==> src/rtl/rps_match_driver.sv <==
// rps_match_driver: initiator side of the stone/paper/scissors round interface.
// Presents the user's move (P1) and an LFSR-chosen move (P2) to the game core,
// pulses game_start, samples game_winner RESULT_LATENCY cycles later and keeps
// the match score until one player reaches ROUNDS_TO_WIN.
// Optional build macro: RPS_AUTOPLAY_EN (rounds restart automatically after
// the first user_go edge).
//
// Handshake: game_start is a one-cycle strobe with no ready/ack; the game core
// must present game_winner during the cycle that ends RESULT_LATENCY cycles
// after the game_start cycle, where it is captured on that closing clock edge.
module rps_match_driver #(
  parameter int unsigned ROUNDS_TO_WIN  = 3,
  parameter int unsigned RESULT_LATENCY = 2,
  parameter logic [7:0]  LFSR_SEED      = 8'hA5
) (
  input  logic       clk,
  input  logic       rst_n,
  input  logic       ena,
  input  logic [1:0] user_move,
  input  logic       user_go,
  output logic [1:0] game_p1,
  output logic [1:0] game_p2,
  output logic       game_start,
  input  logic [1:0] game_winner,
  output logic [2:0] p1_score,
  output logic [2:0] p2_score,
  output logic       match_over,
  output logic [1:0] match_winner,
  output logic       busy,
  output logic       last_invalid
);

  // An all-zero LFSR would lock up, so a zero seed is replaced.
  localparam logic [7:0] SEED     = (LFSR_SEED == 8'h00) ? 8'h01 : LFSR_SEED;
  localparam logic [3:0] CNT_LOAD = 4'(RESULT_LATENCY - 1);
  localparam logic [2:0] WIN      = 3'(ROUNDS_TO_WIN);

  typedef enum logic [2:0] {
    S_IDLE   = 3'd0,
    S_ISSUE  = 3'd1,
    S_WAIT   = 3'd2,
    S_SAMPLE = 3'd3,
    S_DONE   = 3'd4
  } state_t;

  state_t      state, state_nxt;
  logic        go_q;
  logic        go_edge;
  logic        start_round;
  logic [7:0]  lfsr;
  logic        lfsr_fb;
  logic [1:0]  p2_pick;
  logic [3:0]  cnt;

  assign go_edge = user_go & ~go_q;
  // Taps 8,6,5,4 counted from 1 at the LSB.
  assign lfsr_fb = lfsr[7] ^ lfsr[5] ^ lfsr[4] ^ lfsr[3];

`ifdef RPS_AUTOPLAY_EN
  logic armed;

  // Autoplay arms on the first user edge seen in IDLE and stays armed.
  always_ff @(posedge clk or negedge rst_n) begin
    if (!rst_n) begin
      armed <= 1'b0;
    end else if (ena && state == S_IDLE && go_edge) begin
      armed <= 1'b1;
    end
  end

  assign start_round = go_edge | armed;
`else
  assign start_round = go_edge;
`endif

  // P2 move: first legal 2-bit field of the LFSR, falling back to paper.
  always_comb begin
    p2_pick = 2'b01;
    if (lfsr[1:0] != 2'b11) begin
      p2_pick = lfsr[1:0];
    end else if (lfsr[3:2] != 2'b11) begin
      p2_pick = lfsr[3:2];
    end
  end

  // State register; holds while ena is low.
  always_ff @(posedge clk or negedge rst_n) begin
    if (!rst_n) begin
      state <= S_IDLE;
    end else if (ena) begin
      state <= state_nxt;
    end
  end

  // Next-state logic.
  always_comb begin
    state_nxt = state;
    case (state)
      S_IDLE:   if (start_round) state_nxt = S_ISSUE;
      S_ISSUE:  state_nxt = S_WAIT;
      S_WAIT:   if (cnt == 4'd0) state_nxt = S_SAMPLE;
      S_SAMPLE: state_nxt = (p1_score == WIN || p2_score == WIN) ? S_DONE : S_IDLE;
      S_DONE:   if (go_edge) state_nxt = S_IDLE;
      default:  state_nxt = S_IDLE;
    endcase
  end

  // Datapath: edge detect, LFSR, move latches, latency counter and scoring.
  always_ff @(posedge clk or negedge rst_n) begin
    if (!rst_n) begin
      go_q         <= 1'b0;
      lfsr         <= SEED;
      game_p1      <= 2'b00;
      game_p2      <= 2'b00;
      cnt          <= 4'd0;
      p1_score     <= 3'd0;
      p2_score     <= 3'd0;
      match_winner <= 2'b00;
      last_invalid <= 1'b0;
    end else if (ena) begin
      go_q <= user_go;
      lfsr <= {lfsr[6:0], lfsr_fb};
      case (state)
        S_IDLE: begin
          if (start_round) begin
            game_p1 <= user_move;
            game_p2 <= p2_pick;
          end
        end
        S_ISSUE: cnt <= CNT_LOAD;
        S_WAIT: begin
          if (cnt != 4'd0) begin
            cnt <= cnt - 4'd1;
          end else begin
            // This edge closes the result cycle: score it now.
            if (game_winner == 2'b01 && p1_score != WIN) p1_score <= p1_score + 3'd1;
            if (game_winner == 2'b10 && p2_score != WIN) p2_score <= p2_score + 3'd1;
            last_invalid <= (game_winner == 2'b11);
          end
        end
        S_SAMPLE: begin
          if (p1_score == WIN) begin
            match_winner <= 2'b01;
          end else if (p2_score == WIN) begin
            match_winner <= 2'b10;
          end
        end
        S_DONE: begin
          if (go_edge) begin
            p1_score     <= 3'd0;
            p2_score     <= 3'd0;
            match_winner <= 2'b00;
            last_invalid <= 1'b0;
          end
        end
        default: ;
      endcase
    end
  end

  assign game_start = (state == S_ISSUE);
  assign busy       = (state == S_ISSUE) || (state == S_WAIT) || (state == S_SAMPLE);
  assign match_over = (state == S_DONE);

endmodule
==> config.mk <==
export PLATFORM = sky130hd
export DESIGN_NAME = rps_match_driver
export DESIGN_NICKNAME = d
export VERILOG_FILES = /design/src/rtl/rps_match_driver.sv
export SDC_FILE = /design/constraint.sdc
export NUM_CORES = 1
export LEC_CHECK = 0
export CAP_MARGIN = 20
export CORE_ASPECT_RATIO = 0.5
export CORE_MARGIN = 8
export CORE_UTILIZATION = 53
export DETAILED_ROUTE_END_ITERATION = 10
export PLACE_DENSITY = 0.79
export RECOVER_POWER = 100
export SKIP_LAST_GASP = 1
export SYNTH_ARGS = -nofsm -noshare
export SYNTH_HDL_FRONTEND = slang
export SYNTH_SLANG_ARGS = --single-unit
==> constraint.sdc <==
create_clock -name clk -period 2.2 [get_ports clk]
set_clock_uncertainty 0.1 [all_clocks]
set_input_delay 0.22 -clock clk [delete_from_list [all_inputs] [get_ports clk]]
set_output_delay 0.22 -clock clk [all_outputs]
set_load 0.005 [all_outputs]
# == Word-level counts from Yosys, hierarchy flattened ==
# Index checks and enable logic that the tools add are counted.
# totals
regBits,29
out_inout_bits,16
# op_classes
addsub,3
eq_ne,21
mux,22
bitwise_logic,5
reduce_logical,18
# ops
op,count
two-way mux 3 bit,8
"inequality test 2 bit, second input constant",8
case mux 3 bit (5 select lines),1
"equality test 3 x 2 -> 1 bit, second input constant",4
case mux 3 bit (2 select lines),2
AND reduction 4 bit,3
two-way mux 2 bit,5
AND reduction 5 bit,2
case mux 4 bit (2 select lines),1
"adder 3 x 1 -> 3 bit, second input constant",2
"inequality test 3 x 2 -> 1 bit, second input constant",2
AND reduction 3 bit,2
nonzero test 2 bit,3
"equality test 2 bit, second input constant",2
logical NOT 4 bit,1
two-way mux 4 bit,1
case mux 2 bit (2 select lines),1
nonzero test 4 bit,1
"subtractor 4 x 1 -> 4 bit, second input constant",1
"equality test 3 x 1 -> 1 bit, second input constant",1
"equality test 3 bit, second input constant",1
logical NOT 3 bit,1
logical OR 1 bit,3
"inequality test 3 bit, second input constant",1
other kinds (8),12

# == Longest topological paths before layout ==
# Gate-level depths: netlist (run 1).
# depth
word_depth,5
ltp_mapped,6

# == Worst setup path after synthesis (run 1) ==
# No wires, ideal clock.
# synth_timing
kind,register -> register
from,register cnt[0]
to,register p1_score[0]
setup_ns,0.128
t_arrival_ns,1.499
t_required_ns,1.972
path_slack_ns,0.473
stages_incl_launch_ff,7
period_less_slack_ns,1.727
path_cell_list,dfrtp_1 -> inv_1 -> ha_1 -> nor3b_2 -> a32oi_4 -> nor2_2 -> mux2_1
# synth_between
elab_chain_len,3
# synth_lines
item,line,rtl
"start, declared",53,logic [3:0] cnt;
"start signal, assigned",133,cnt <= cnt - 4'd1;
nonzero test 4 bit,132,if (cnt != 4'd0) begin
inequality test 2 bit (no source line),--,
AND reduction 5 bit (no source line),--,
"end signal, assigned",136,if (game_winner == 2'b01 && p1_score != WIN) p1_score <= p1_score + 3'd1;
"end, declared",25,"output logic [2:0] p1_score,"
# No other way between the ends.
# A chain may end at the register's enable or synchronous reset.

# == Worst setup path in the final report (run 1) ==
# layout_timing
from,register state[0]
to,output port match_over
# layout_between
elab_chain_len,1
# layout_lines
item,line,rtl
"start, declared",46,"state_t state, state_nxt;"
"start signal, assigned",91,state <= state_nxt;
equality test 3 bit,163,assign match_over = (state == S_DONE);
"end, declared",27,"output logic match_over,"
# No other way between the ends.

==> metrics, run 1 <==
run status finished, final reports clean; M1 WL 1428 um; Port Buf Inserts 23; max-slew violation count 0; TritonCTS Sinks 29; Netlist cell types 35; sort of element at the start of the critical path flop; number of filler instances in the final layout 211; type of the tightest min-delay check flop to flop; share of the yosys chip area belonging to registers 47.79%; final core utilization 69.65%; Worst VDD drop 0.7111 mV; Post-Route Hold Slack 0.3702 ns; number of DRC violations after detailed routing 0; post-CTS setup-driven buffer insertion count 0; most common cell after layout, fill and taps aside dfrtp_1; Worst R2R Setup Slack 0.23 ns; vias post-DR 1,105; highest metal layer with signal wires met4; leakage component of the power 0.8247 nW; largest area contributor in the netlist dfrtp_1; master cell of the clock root buffer clkbuf_8; Core Footprint 2668 um2; Chip Height 53.98 um; n_diodes 0; Arr. time, crit path 1.69 ns; number of antenna violations at the first check in global routing 0; 1st-iter DRT viols 57; net count after synthesis 157; vias in the first global route 1,147; top library cells by usage in the layout, fill and taps aside 24 x dfrtp_1, 16 x dlygate4sd3_1, 15 x nor2_1, 12 x nand2_1, 12 x o21ai_0; Yosys reg bits 29; area growth from synthesis to layout 21.52%; cell types occupying the most area after synthesis dfrtp_1 41%, mux2_2 7.4%, dfstp_2 6.9%, ha_1 4.9%, o21ai_0 3.9%; number of endpoints failing setup at the final stage 0; simple-gate portion of the synthesized area 15.22%; Worst-Margin Slew 0.7285 ns; Final Total Pwr 2.456 mW; ANT nets after route 0; Synth warnings 0; clock period minus final worst setup slack 2.008 ns; maximum number of pins on one net before global-route repair 30; prevailing post-synth register cell dfrtp_1; share of cells above drive strength 1 17.82%; RSZ-0062 raised after global routing no; largest family of logic cells by synthesized area simple AND/OR/NAND/NOR gates; cell-by-cell trace of the critical path nor2_1 -> nand2_1 -> inv_1 -> clkdlybuf4s50_1; post-synthesis cell area 1529 um2; effective utilization at floorplan 57.32%; clk slew on worst S/H paths 0.06 ns; Hold Fails Final Rpt 0; clk_lat worst skew 0.28 ns; total negative setup slack 0 ns; number of nets in the layout 187; adder-cell area share of the yosys netlist 4.910%; HPWL after DPL 2294 um; max-cap check violation count 0; drt wl/cell 14.68 um; Slowest Stage Delay on Critical Path 0.51 ns; buffer depth of the longest clock path 2; H-tree depth 2; share of the clock period used by the worst path 91.25%; top cell type's share of synthesized area 40.92%; sum of routed wire length over all layers 3098 um; # rows 13; synthesized area divided by synthesized cell count 10.69 um2; Die Area 4964 um2; Tot GR Track Use 13.86%; first-pass iteration count of the detailed router 4; maximum frequency from static timing analysis 0.4981 GHz; required time at the endpoint of the critical path 1.88 ns; clock tree from TritonCTS yes; max-slew headroom at the worst pin 51.43%; DP Cell Count 203; Critical-path top delay cell clkdlybuf4s50_1; number of flops mapped to enable cells by yosys 0; family with the most delay on the worst path buffers and inverters; kind of end point of the critical path output port; overall die width 91.96 um; sum of overflow across all layers after global routing 0; length of routed met3 wiring 181 um; gpl congestion 0.7504; Inserted Clock Buffers 5; wire length of the first global-routing pass 5313 um; DR WL met2 1443 um; areal power density over the cells 1322 nW/um2; post-synthesis async set-or-reset flop share 100.0%; number of standard cells in the final layout excluding fillers 211; number of buffers and inverters on the critical path 2; xor and xnor fraction of the mapped netlist area 2.291%; cells after synthesis 143; worst setup path class flop to output port; highest net fanout along the worst path 13; synthesized-area fraction occupied by ao, oa, aoi and oai cells 11.87%; multiplexer share of the synthesized area 12.93%; routed vias/inst 5.237; I/O pin total 24
layer usage:
metal  GRT usage, %  vias up
met5              0        -
met4          6.069        0
met3          5.540        4
met2          23.41       32
met1          15.77      518
li1               -      551
final cells by class:
| class | instances | area, um2 | area share (%) |
|---|---|---|---|
| Inverter | 11 | 41.29 | 2.222 |
| Timing Repair Buffer | 28 | 257.7 | 13.87 |
| Multi-Input combinational cell | 98 | 698.2 | 37.58 |
| Clock inverter | 2 | 10.01 | 0.5387 |
| Clock buffer | 6 | 72.57 | 3.906 |
| Tap cell | 37 | 46.29 | 2.492 |
| Sequential cell | 29 | 732.0 | 39.39 |
per-stage QoR:
stage / worst slack [ns] / area [um2]
final: 0.1925 / 1858
after global routing: 0.04962 / 1858
after CTS: 0.1112 / 1891
after detailed placement: 0.2684 / 1808
after global placement: 0.3383 / 1808
after floorplan: 0.4730 / 1529
path summary, 6_finish.rpt:
path,end,startpoint,cells past startpoint
worst max register to register,p2_score[2],cnt[0],6
worst min register to register,game_p2[1],game_p2[1],2
max in group asynchronous,state[0],rst_n,2
worst min-delay path,game_p2[1],game_p2[1],2
min in group asynchronous,p1_score[2],rst_n,2
worst max-delay path,match_over,state[0],4
state kept, by name, summed over array words and instances, names as in the netlist:
signal and count:
lfsr 8, cnt 4, p1_score 3, p2_score 3, state 3, game_p1 2
game_p2 2, match_winner 2, go_q 1, last_invalid 1
logic make-up after synthesis:
group,after synthesis
and+or+nand+nor,44
DFF,29
AOI/OAI and AO/OA,26
muxes,18
buffers and inverters,16
adders and majority gates,6
xor gates and xnor gates,4
synthesized netlist by cell type, types with 2 or more instances:
| cell | count |
|---|---|
| dfrtp_1 | 25 |
| nor2_1 | 13 |
| nand2_1 | 12 |
| o21ai_0 | 12 |
| inv_1 | 11 |
| mux2_2 | 10 |
| ha_1 | 6 |
| dfstp_2 | 4 |
| mux2_1 | 4 |
| mux2i_1 | 4 |
| xnor2_1 | 4 |
| a21oi_1 | 3 |
| nand2b_1 | 3 |
| o2bb2ai_1 | 3 |
| a21oi_2 | 2 |
| buf_4 | 2 |
| nand3_1 | 2 |
| nor2_2 | 2 |
| nor2b_1 | 2 |
| nor3_1 | 2 |
| o22ai_1 | 2 |
| o31ai_1 | 2 |
tightest hold or removal path: cells and delay by family (launching register included):
kind,cells,cell delay [ns]
AND/OR/NAND/NOR,1,0.04
AO/OA/AOI/OAI,1,0.06
flip-flops,1,0.33
where the power goes:
| group | switching [mW] | internal, mW |
|---|---|---|
| sequential | 0.210 | 0.782 |
| clock | 0.192 | 0.218 |
| combinational | 0.472 | 0.582 |
repair_timing:
| action | in CTS | in global routing |
|---|---|---|
| setup endpoints to repair | 0 | 1 |
| hold buffers | 0 | 0 |
| gates resized for setup | 0 | 1 |
Note: power is estimated with default switching activity, not from simulation.
==> inputs of run 2 (changes only) <==
--- a/config.mk
+++ b/config.mk
@@ -10,6 +10,7 @@
 export CORE_MARGIN = 8
 export CORE_UTILIZATION = 53
 export DETAILED_ROUTE_END_ITERATION = 10
+export GPL_ROUTABILITY_DRIVEN = 1
 export PLACE_DENSITY = 0.79
 export RECOVER_POWER = 100
 export SKIP_LAST_GASP = 1
==> results of run 2 <==
Final layout, timing and power as in run 1 (identical DEF).
==> inputs of run 3 (changes only) <==
--- a/config.mk
+++ b/config.mk
@@ -8,10 +8,11 @@
 export CAP_MARGIN = 20
 export CORE_ASPECT_RATIO = 0.5
 export CORE_MARGIN = 8
-export CORE_UTILIZATION = 53
+export CORE_UTILIZATION = 55
 export DETAILED_ROUTE_END_ITERATION = 10
 export GPL_ROUTABILITY_DRIVEN = 1
-export PLACE_DENSITY = 0.79
+export MAX_ROUTING_LAYER = met4
+export PLACE_DENSITY = 0.81
 export RECOVER_POWER = 100
 export SKIP_LAST_GASP = 1
 export SYNTH_ARGS = -nofsm -noshare
==> constraint.sdc (replaced) <==
create_clock -name clk -period 2.52 [get_ports clk]
set_clock_uncertainty 0.1 [all_clocks]
set_input_delay 0.252 -clock clk [delete_from_list [all_inputs] [get_ports clk]]
set_output_delay 0.252 -clock clk [all_outputs]
set_load 0.005 [all_outputs]
==> run 3 against run 2 <==
Effect of this change: the flow now finishes with violations (capacitance limit, slew limit); non-clock buffer count fell by 1; cell count decreased by 0.47%; register-to-register slack better by 0.05 ns; sequential cell count stayed put; global-route usage decreased by 0.060 points; critical endpoint is now p2_score[0].
==> metrics, run 3 (synthesized netlist as in run 1, its figures left out) <==
run status finished with violations; failing checks capacitance limit, slew limit; max-cap check violation count 1; H-tree depth 2; Hold Fails Final Rpt 0; Port Buf Inserts 23; ANT nets after route 0; Placement Cell Area 1800 um2; family with the most delay on the worst path simple AND/OR/NAND/NOR gates; overall die width 90.57 um; routed vias/inst 5.295; register with the most flip-flops lfsr; register area 730.7 um2; clk_lat worst skew 0.27 ns; share of cells above drive strength 1 16.18%; total negative setup slack 0 ns; DR WL met2 1435 um; required time at the endpoint of the critical path 2.57 ns; leakage component of the power 0.8280 nW; top library cells by usage in the layout, fill and taps aside 25 x dfrtp_1, 19 x dlygate4sd3_1, 15 x nor2_1, 12 x nand2_1, 12 x o21ai_0; share of the clock period used by the worst path 88.69%; area used by multi-input combinational logic 711.9 um2; area growth from synthesis to layout 22.50%; pre-CTS setup slack 0.3330 ns; number of buffers and inverters on the critical path 1; worst setup path class flop to flop; highest metal layer with signal wires met4; max-slew headroom at the worst pin -3.839%; wire length of the first global-routing pass 5106 um; cells on worst reg2reg path 6; drt wl/cell 14.14 um; Worst R2R Setup Slack 0.28 ns; number of antenna violations at the first check in global routing 0; Worst R2R End p2_score[0]; Arr. time, crit path 2.28 ns; clock tree from TritonCTS yes; master cell of the clock root buffer clkbuf_8; gpl congestion 0.7512; kind of end point of the critical path flop; number of DRC violations after detailed routing 0; clock period minus final worst setup slack 2.235 ns; post-route setup slack 0.2850 ns; number of gates given a new drive strength after cts 0; Inserted Clock Buffers 5; sink of the worst hold path cnt[3]; RSZ-0062 raised after global routing no; Largest regs lfsr: 8 flops, cnt: 4 flops; Worst-Margin Slew 1.558 ns; max-slew violation count 30; sort of element at the start of the critical path flop; launch instance of the worst register-to-register path cnt[0]; type of the tightest min-delay check flop to flop; maximum frequency from static timing analysis 0.4474 GHz; number of endpoints failing setup at the final stage 0; first-pass iteration count of the detailed router 4; effective utilization at floorplan 58.39%; # rows 13; number of nets in the layout 186; cell-by-cell trace of the critical path inv_1 -> ha_1 -> nor3b_1 -> a32oi_4 -> nor2_1 -> mux2_1; Chip Height 53.28 um; HP Start cnt[3]; vias in the first global route 1,104; Critical-path top delay cell nor3b_1; M1 WL 1379 um; buffer depth of the longest clock path 2; count of hold-fix buffers inserted at cts 0; cell depth of the worst hold path 1; HPWL after DPL 2209 um; I/O pin total 24; maximum number of pins on one net before global-route repair 30; 1st-iter DRT viols 100; clk slew on worst S/H paths 0.06 ns; areal power density over the cells 1176 nW/um2; Worst VDD drop 0.6303 mV; Core Footprint 2619 um2; n_diodes 0; post-CTS setup-driven buffer insertion count 0; sum of routed wire length over all layers 2970 um; Slowest Stage Delay on Critical Path 0.55 ns; most common cell after layout, fill and taps aside dfrtp_1; TritonCTS Sinks 29; highest net fanout along the worst path 4; sum of overflow across all layers after global routing 0; post-route standard cell area excluding fillers 1873 um2; Tot GR Track Use 13.80%; flip-flop count of the largest register after layout 8; Die Area 4825 um2; number of filler instances in the final layout 199; vias post-DR 1,112; length of routed met3 wiring 117 um
run 3: cell types whose count changed in the layout (fill, tap and decap cells not counted), sizes merged:
cell / previous run / this run
dlygate4sd3: 16 / 19
clkdlybuf4s50: 7 / 4
clkbuf: 9 / 10
clkinv: 2 / 0
run 3: power breakdown:
part,internal [mW],switching (mW)
Sequential,0.682,0.145
Clock,0.222,0.165
Combinational,0.527,0.463
Total,1.43,0.773
run 3: worst register-to-register path, stage by stage (launching register included):
cell and delay [ns]:
dfrtp_1 0.37, inv_1 0.10, ha_1 0.19, nor3b_1 0.55
a32oi_4 0.13, nor2_1 0.30, mux2_1 0.37
run 3: worst max-delay path by stage:
stage	startpoint	to	cells after the start
after global placement	user_go	p1_score[0]	5
after CTS	state[2]	match_over	3
after global routing	state[2]	match_over	3
after detailed placement	user_go	p2_score[0]	5
final	cnt[0]	p2_score[0]	6
after floorplan	cnt[0]	p1_score[0]	6
run 3: routing by layer:
layer  global-route usage (%)  vias up
met5                        -        -
met3                    4.366        4
li1                         -      544
met4                    5.995        0
met2                    23.20       26
met1                    15.26      538
run 3: through the flow:
step	total power, mW	util [%]	instances	hold slack (ns)
finish	2.204	71.52	210	0.3787
global route	2.380	71.52	210	0.4201
CTS	2.285	72.19	210	0.2720
detailed placement	1.881	68.75	202	0.3818
global placement	1.827	68.75	202	0.3666
floorplan	1.490	-	143	-0.1436
run 3: final cells by class:
| type | instances | area share [%] |
|---|---|---|
| Sequential cell | 29 | 39.01 |
| Tap cell | 37 | 2.472 |
| Inverter | 11 | 2.204 |
| Multi-Input combinational cell | 98 | 38.01 |
| Clock buffer | 8 | 4.810 |
| Timing Repair Buffer | 27 | 13.49 |
